$ cat src/rtl/uart_pkg.sv
//==============================================================================
// Module   : uart_pkg
// Purpose  : Shared frame constants, FSM state types and baud divisor helper.
// Revision : 1.0
//==============================================================================
`default_nettype none

package uart_pkg;

    localparam int DATA_BITS  = 8;
    localparam int FRAME_BITS = 10;

    typedef enum logic [0:0] {
        TX_IDLE = 1'b0,
        TX_SEND = 1'b1
    } tx_state_e;

    typedef enum logic [2:0] {
        RX_IDLE  = 3'd0,
        RX_START = 3'd1,
        RX_DATA  = 3'd2,
        RX_STOP  = 3'd3,
        RX_WAIT  = 3'd4
    } rx_state_e;

    // Rounded clocks-per-bit.
    function automatic int calc_div(input int clk_hz, input int baud);
        return (clk_hz + baud / 2) / baud;
    endfunction

endpackage

`default_nettype wire

$ cat src/rtl/uart_rx.sv
//==============================================================================
// Module   : uart_rx
// Purpose  : 8N1 receiver with 2-flop input synchronizer and stop-bit check.
// Revision : 1.0
//==============================================================================
`default_nettype none

module uart_rx
    import uart_pkg::*;
#(
    parameter int DIV = 1250
) (
    input  logic                 clk,
    input  logic                 rst,
    input  logic                 rxd,
    output logic [DATA_BITS-1:0] rx_data,
    output logic                 rx_data_fresh
);

    localparam int               CNT_W     = $clog2(DIV);
    localparam logic [CNT_W-1:0] DIV_LAST  = CNT_W'(DIV - 1);
    localparam logic [CNT_W-1:0] HALF_LAST = CNT_W'(DIV / 2 - 1);
    localparam logic [2:0]       BIT_LAST  = 3'(DATA_BITS - 1);

    logic                 sync1_q, sync2_q;
    rx_state_e            state_q, state_d;
    logic [CNT_W-1:0]     cnt_q, cnt_d;
    logic [2:0]           bit_q, bit_d;
    logic [DATA_BITS-1:0] shift_q, shift_d;
    logic [DATA_BITS-1:0] data_q, data_d;
    logic                 fresh_q, fresh_d;

    always_ff @(posedge clk or negedge rst) begin
        if (!rst) begin
            sync1_q <= 1'b1;
            sync2_q <= 1'b1;
            state_q <= RX_IDLE;
            cnt_q   <= '0;
            bit_q   <= '0;
            shift_q <= '0;
            data_q  <= '0;
            fresh_q <= 1'b0;
        end else begin
            sync1_q <= rxd;
            sync2_q <= sync1_q;
            state_q <= state_d;
            cnt_q   <= cnt_d;
            bit_q   <= bit_d;
            shift_q <= shift_d;
            data_q  <= data_d;
            fresh_q <= fresh_d;
        end
    end

    always_comb begin
        state_d = state_q;
        cnt_d   = cnt_q;
        bit_d   = bit_q;
        shift_d = shift_q;
        data_d  = data_q;
        fresh_d = 1'b0;
        case (state_q)
            RX_IDLE: begin
                cnt_d = '0;
                if (!sync2_q) state_d = RX_START;
            end
            // Half-bit recheck rejects glitches and centres all later samples.
            RX_START: begin
                if (cnt_q == HALF_LAST) begin
                    cnt_d   = '0;
                    bit_d   = '0;
                    state_d = sync2_q ? RX_IDLE : RX_DATA;
                end else begin
                    cnt_d = cnt_q + 1'b1;
                end
            end
            RX_DATA: begin
                if (cnt_q == DIV_LAST) begin
                    cnt_d   = '0;
                    shift_d = {sync2_q, shift_q[DATA_BITS-1:1]};
                    if (bit_q == BIT_LAST) state_d = RX_STOP;
                    else                   bit_d   = bit_q + 1'b1;
                end else begin
                    cnt_d = cnt_q + 1'b1;
                end
            end
            RX_STOP: begin
                if (cnt_q == DIV_LAST) begin
                    cnt_d = '0;
                    if (sync2_q) begin
                        data_d  = shift_q;
                        fresh_d = 1'b1;
                        state_d = RX_IDLE;
                    end else begin
                        state_d = RX_WAIT;
                    end
                end else begin
                    cnt_d = cnt_q + 1'b1;
                end
            end
            RX_WAIT: begin
                if (sync2_q) state_d = RX_IDLE;
            end
            default: state_d = RX_IDLE;
        endcase
    end

    assign rx_data       = data_q;
    assign rx_data_fresh = fresh_q;

endmodule

`default_nettype wire

$ cat src/rtl/uart_core.sv
//==============================================================================
// Module   : uart_core
// Purpose  : Full-duplex 8N1 UART, valid/ack transmit and pulsed receive.
//            Define UART_RX_EN to build the receiver; otherwise TX only.
// Revision : 1.0
//==============================================================================
`default_nettype none

module uart_core
    import uart_pkg::*;
#(
    parameter int CLK_HZ = 12_000_000,
    parameter int BAUD   = 9600
) (
    input  logic                 clk,
    input  logic                 rst,
    input  logic [DATA_BITS-1:0] tx_data,
    input  logic                 tx_data_valid,
    output logic                 tx_data_ack,
    output logic                 txd,
    input  logic                 rxd,
    output logic [DATA_BITS-1:0] rx_data,
    output logic                 rx_data_fresh
);

    localparam int               DIV      = calc_div(CLK_HZ, BAUD);
    localparam int               CNT_W    = $clog2(DIV);
    localparam logic [CNT_W-1:0] DIV_LAST = CNT_W'(DIV - 1);
    localparam logic [3:0]       BIT_LAST = 4'(FRAME_BITS - 1);

    tx_state_e          tx_state_q, tx_state_d;
    logic [CNT_W-1:0]   div_cnt_q, div_cnt_d;
    logic [3:0]         bit_cnt_q, bit_cnt_d;
    logic [DATA_BITS:0] shift_q, shift_d;
    logic               txd_q, txd_d;
    logic               run_q, run_d;
    logic               frame_end;
    logic               accept;

    always_ff @(posedge clk or negedge rst) begin
        if (!rst) begin
            tx_state_q <= TX_IDLE;
            div_cnt_q  <= '0;
            bit_cnt_q  <= '0;
            shift_q    <= '0;
            txd_q      <= 1'b1;
            run_q      <= 1'b0;
        end else begin
            tx_state_q <= tx_state_d;
            div_cnt_q  <= div_cnt_d;
            bit_cnt_q  <= bit_cnt_d;
            shift_q    <= shift_d;
            txd_q      <= txd_d;
            run_q      <= run_d;
        end
    end

    always_comb begin
        tx_state_d = tx_state_q;
        div_cnt_d  = div_cnt_q;
        bit_cnt_d  = bit_cnt_q;
        shift_d    = shift_q;
        txd_d      = txd_q;
        run_d      = 1'b1;

        frame_end = (tx_state_q == TX_SEND) && (div_cnt_q == DIV_LAST)
                    && (bit_cnt_q == BIT_LAST);
        // Accepting in the last stop-bit cycle keeps streamed frames gap-free.
        accept    = run_q && tx_data_valid
                    && ((tx_state_q == TX_IDLE) || frame_end);

        case (tx_state_q)
            TX_IDLE: ;
            TX_SEND: begin
                if (div_cnt_q == DIV_LAST) begin
                    div_cnt_d = '0;
                    if (bit_cnt_q == BIT_LAST) begin
                        tx_state_d = TX_IDLE;
                        txd_d      = 1'b1;
                    end else begin
                        bit_cnt_d = bit_cnt_q + 1'b1;
                        txd_d     = shift_q[0];
                        shift_d   = shift_q >> 1;
                    end
                end else begin
                    div_cnt_d = div_cnt_q + 1'b1;
                end
            end
            default: tx_state_d = TX_IDLE;
        endcase

        if (accept) begin
            tx_state_d = TX_SEND;
            shift_d    = {1'b1, tx_data};
            txd_d      = 1'b0;
            div_cnt_d  = '0;
            bit_cnt_d  = '0;
        end
    end

    assign tx_data_ack = accept;
    assign txd         = txd_q;

`ifdef UART_RX_EN
    uart_rx #(
        .DIV(DIV)
    ) u_rx (
        .clk          (clk),
        .rst          (rst),
        .rxd          (rxd),
        .rx_data      (rx_data),
        .rx_data_fresh(rx_data_fresh)
    );
`else
    assign rx_data       = '0;
    // rxd is given a (constant-zero) load so the unused pin stays lint-clean.
    assign rx_data_fresh = 1'b0 & rxd;
`endif

endmodule

`default_nettype wire

$ cat config.mk
export PLATFORM = sky130hd
export DESIGN_NAME = uart_core
export DESIGN_NICKNAME = d
export VERILOG_FILES = /design/src/rtl/uart_pkg.sv /design/src/rtl/uart_rx.sv /design/src/rtl/uart_core.sv
export SDC_FILE = /design/constraint.sdc
export NUM_CORES = 1
export LEC_CHECK = 0
export CAP_MARGIN = 20
export CORE_MARGIN = 3
export CORE_UTILIZATION = 57
export CTS_CLUSTER_DIAMETER = 120
export CTS_CLUSTER_SIZE = 24
export DETAILED_ROUTE_END_ITERATION = 16
export PLACE_DENSITY_LB_ADDON = 0.05
export SLEW_MARGIN = 20
export SYNTH_ARGS = -nofsm -noshare
export SYNTH_HDL_FRONTEND = slang
export SYNTH_SLANG_ARGS = --single-unit
$ cat constraint.sdc
create_clock -name clk -period 4.3 [get_ports clk]
set_input_delay 0.86 -clock clk [delete_from_list [all_inputs] [get_ports clk]]
set_output_delay 0.86 -clock clk [all_outputs]
set_load 0.01 [all_outputs]
==> results by group <==
Power
  – Internal power summed over all cells: 0.299 mW
  – Net switching power: 0.0876 mW
  – Worst IR drop on VDD: 0.294 mV
  – Portion of total power attributed to sequential cells: 66.0%
  – Leakage power total: 0.726 nW
  – Combinational Power Share: 5.0%
  – Power density over cell area: 238 mW/mm2
  – Sw Ratio: 22.7%
  – Clk pwr share: 29.0%

Synthesis
  – Share of synthesized registers carrying an async set or reset: 100%
  – Post-Synthesis Cell Area: 0.00149 mm2
  – Most frequently used cell type in the post-synthesis netlist: sky130_fd_sc_hd__dfrtp_1
  – Share of the synthesized area in the top cell type: 43.6%
  – Mean post-synth cell area: 11.1 um2
  – Post-Synth Adder-Cell Area: 3.35%
  – Number of standard cells after synthesis: 135
  – Share of the synthesized netlist area taken by xor and xnor gates: 2.93%
  – Area fraction in compound gates after synthesis: 10.3%
  – Distinct cells, synth: 39
  – Register area share after synthesis: 45.3%
  – Share of synthesized area spent on multiplexers: 14.6%
  – Cell type with the largest total area after synthesis: sky130_fd_sc_hd__dfrtp_1
  – Simple-Gate Fraction of Synth Area: 15.7%
  – Flop and latch count out of synthesis: 27
  – Main combinational cell family by area after synthesis: simple AND/OR/NAND/NOR gates
  – Yosys Warn Count: 0
  – Number of synthesized flops with an enable pin: 0
  – Most used DFF post-synth: sky130_fd_sc_hd__dfrtp_1
  – Synth top area cells: sky130_fd_sc_hd__dfrtp_1, sky130_fd_sc_hd__mux2_2, sky130_fd_sc_hd__mux2_4, sky130_fd_sc_hd__buf_4, sky130_fd_sc_hd__ha_1
  – Top cell types by occurrence after synthesis: sky130_fd_sc_hd__dfrtp_1, sky130_fd_sc_hd__mux2_2, sky130_fd_sc_hd__buf_4

Timing
  – RSZ-0062 raised after global routing: false
  – Maximum clock frequency: 274 MHz
  – Final-layout setup total negative slack: 0 ns
  – Final period demand of the worst path: 3.64 ns
  – Least-Margin Pin Slew: 0.829 ns
  – Relative slew slack: 44.8%
  – Max-slew violations: 0
  – Worst clock skew on the final layout: 0.0232 ns
  – Number of hold violations in the final report: 0
  – Final number of setup-violating endpoints: 0
  – Share of the clock period used by the worst path: 84.7%
  – Least setup slack across all paths after layout: 0.656 ns

Placement
  – Place WS: 1.05 ns
  – Buffers added on ports: 12
  – GPL Wtd Cong: 0.765
  – Half-perimeter wire length of the detailed placement result: 2040 um

CTS
  – Number of buffers inserted during clock tree synthesis: 3
  – Clock latency on the worst-skew pair: 0.33 ns
  – Hold-fix buffers, CTS: 0
  – CTS Root Buffer Type: sky130_fd_sc_hd__clkbuf_4
  – Post-CTS setup buffers: 0
  – Buffers from clock root to sink, at most: 2
  – Sinks on the clock net: 27
  – H-tree lvl count: 1
  – CTS clock-pin slew for the worst setup and hold paths: 0.16 ns
  – Clock tree from TritonCTS: done
  – Gates resized, CTS repair: 0

Setup path
  – Type of element capturing the critical path: output port
  – Setup slack, reg-to-reg: 1.84 ns
  – Critical path data required time: 3.44 ns
  – Largest fanout of any net on the critical path: 4
  – Logic depth of the worst register-to-register path: 6
  – CP Cell Sequence: inv_1 -> ha_1 -> or3b_2 -> o31a_4 -> nor3_1 -> clkdlybuf4s50_1
  – Endpoint of the worst-slack reg-to-reg timing path: shift_q[7]
  – Arrival time of the worst setup path: 2.78 ns
  – Critical Path Start Type: flop
  – Slowest-stage cell, CP: sky130_fd_sc_hd__clkdlybuf4s50_1
  – Category of the most critical setup path: flop to output port
  – Largest incremental delay on the critical path: 0.60 ns
  – Reg-to-reg startpoint: div_cnt_q[1]

Layout
  – Layout cells sized above 1: 18.1%
  – Area of combinational cells with multiple inputs: 737 um2
  – Number of diodes: 0
  – Final nets: 166
  – Count of filler cells inserted in the layout: 186
  – Register Area: 677 um2
  – Area added between synthesis and finish: 8.79%

Die
  – Starting density of the core: 63.9%
  – I/O pin count: 23
  – Standard-cell rows: 17
  – Die area: 0.00327 mm2
  – Overall die height: 57.2 um
  – Die Wd: 57.2 um
  – Core Box Area: 0.00234 mm2

Hold path
  – Kind of path behind the tightest hold check: flop to flop
  – Hold path depth: 1
  – Hold endpoint: bit_cnt_q[3]
  – Worst min-delay path startpoint: bit_cnt_q[3]

Detailed routing
  – Sum of routed wire length over all layers: 2680 um
  – Violation count after the first detailed-routing iteration: 15
  – Post-route antenna net violation count: 0
  – Number of vias after detailed routing: 1026
  – Routed length per placed instance: 15.1 um
  – Post-detailed-route via-to-cell ratio: 5.80
  – DRC Markers: 0
  – First-pass DRT Iterations: 3

Global routing
  – Number of global-route vias before repair: 1011
  – Leftover overflow at the end of global routing: 0
  – All-Layer GR Usage: 17.7%
  – Largest net degree at the start of global routing: 28
  – Wire length of the first global-routing pass: 4610 um
  – Antenna violations before repair: 0

Flow run
  – Number of max-capacitance violations reported: 0

Outcome
  – Outcome: finished, final reports clean
==> area by class of cell <==
class,count,area share (%)
timing repair buffer,13,7.85
multi-input combinational,100,45.3
sequential,27,41.6
tap,28,2.16
clock inverter,1,0.462
clock buffer,3,1.39
inverter,5,1.15
==> power by group through the flow <==
stage | Combinational [mW] | Sequential [mW] | Clock [mW]
4_1_cts | 0.0195 | 0.255 | 0.115
3_3_place_gp | 0.0191 | 0.260 | 0
6_report | 0.0193 | 0.255 | 0.112
3_5_place_dp | 0.0194 | 0.260 | 0
2_1_floorplan | 0.0104 | 0.260 | 0
5_1_grt | 0.0214 | 0.255 | 0.127
==> cell families after synthesis <==
| logic type | Yosys count |
|---|---|
| AO/OA/AOI/OAI | 23 |
| other | 2 |
| buffers and inverters | 16 |
| multiplexers | 18 |
| AND/OR/NAND/NOR | 40 |
| flip-flops | 27 |
| adder cells (fa/ha/maj) | 4 |
| XOR/XNOR | 5 |
==> cell usage in the layout (no fill, tap or decap), drive strengths merged, types with 2 or more instances in the layout <==
cell,count
nor2,6
nand2,5
clkdlybuf4s50,12
nand2b,3
xnor2,3
mux2i,3
a31oi,4
dfrtp,26
or3,2
nand3,5
nor2b,2
conb,10
xor2,2
o22ai,2
a21oi,6
and3,3
inv,5
ha,4
nor4,2
nor3,3
o21ai,7
mux2,15
clkbuf,3
nand4,4
==> worst max path at each step <==
stage                        startpoint           to  slack, ns  cells past startpoint
after floorplan            div_cnt_q[1]  tx_data_ack       1.61                      5
after global placement     div_cnt_q[1]  tx_data_ack       1.08                      6
after detailed placement  tx_data_valid  tx_data_ack       1.05                      4
after CTS                  div_cnt_q[1]  tx_data_ack       0.64                      6
after global routing       div_cnt_q[1]  tx_data_ack       0.51                      6
final                      div_cnt_q[1]  tx_data_ack       0.66                      6
==> per-layer routing <==
layer	vias to the layer above	routed length (um)	global-route usage (%)
met3	4	127	5.43
met1	500	1150	21.7
met5	-	0	0
li1	494	-	-
met4	0	23	4.97
met2	28	1370	30.2
==> flip-flops by register name (all words and copies together) (netlist names) <==
register	count
bit_cnt_q	4
tx_state_q	1
div_cnt_q	11
run_q	1
shift_q	9
txd	1
==> worst max-delay path, delay by kind of cell (launching register included) <==
kind            cells  cell delay [ns]
compound gates      1             0.41
flops               1             0.44
buf+inv             2             0.68
fa+ha+maj           1             0.13
simple gates        2             0.79
==> per-stage QoR <==
| stage | hold slack, ns | cell area, um2 | util [%] | instances | total power, mW |
|---|---|---|---|---|---|
| floorplan | 0.450 | 1520 | - | 143 | 0.270 |
| global placement | 0.470 | 1600 | 68.2 | 173 | 0.279 |
| detailed placement | 0.479 | 1600 | 68.2 | 173 | 0.279 |
| CTS | 0.497 | 1630 | 69.5 | 177 | 0.390 |
| global route | 0.521 | 1630 | 69.5 | 177 | 0.404 |
| finish | 0.499 | 1630 | 69.5 | 177 | 0.386 |
No activity file was read; power rests on OpenSTA's default activity.
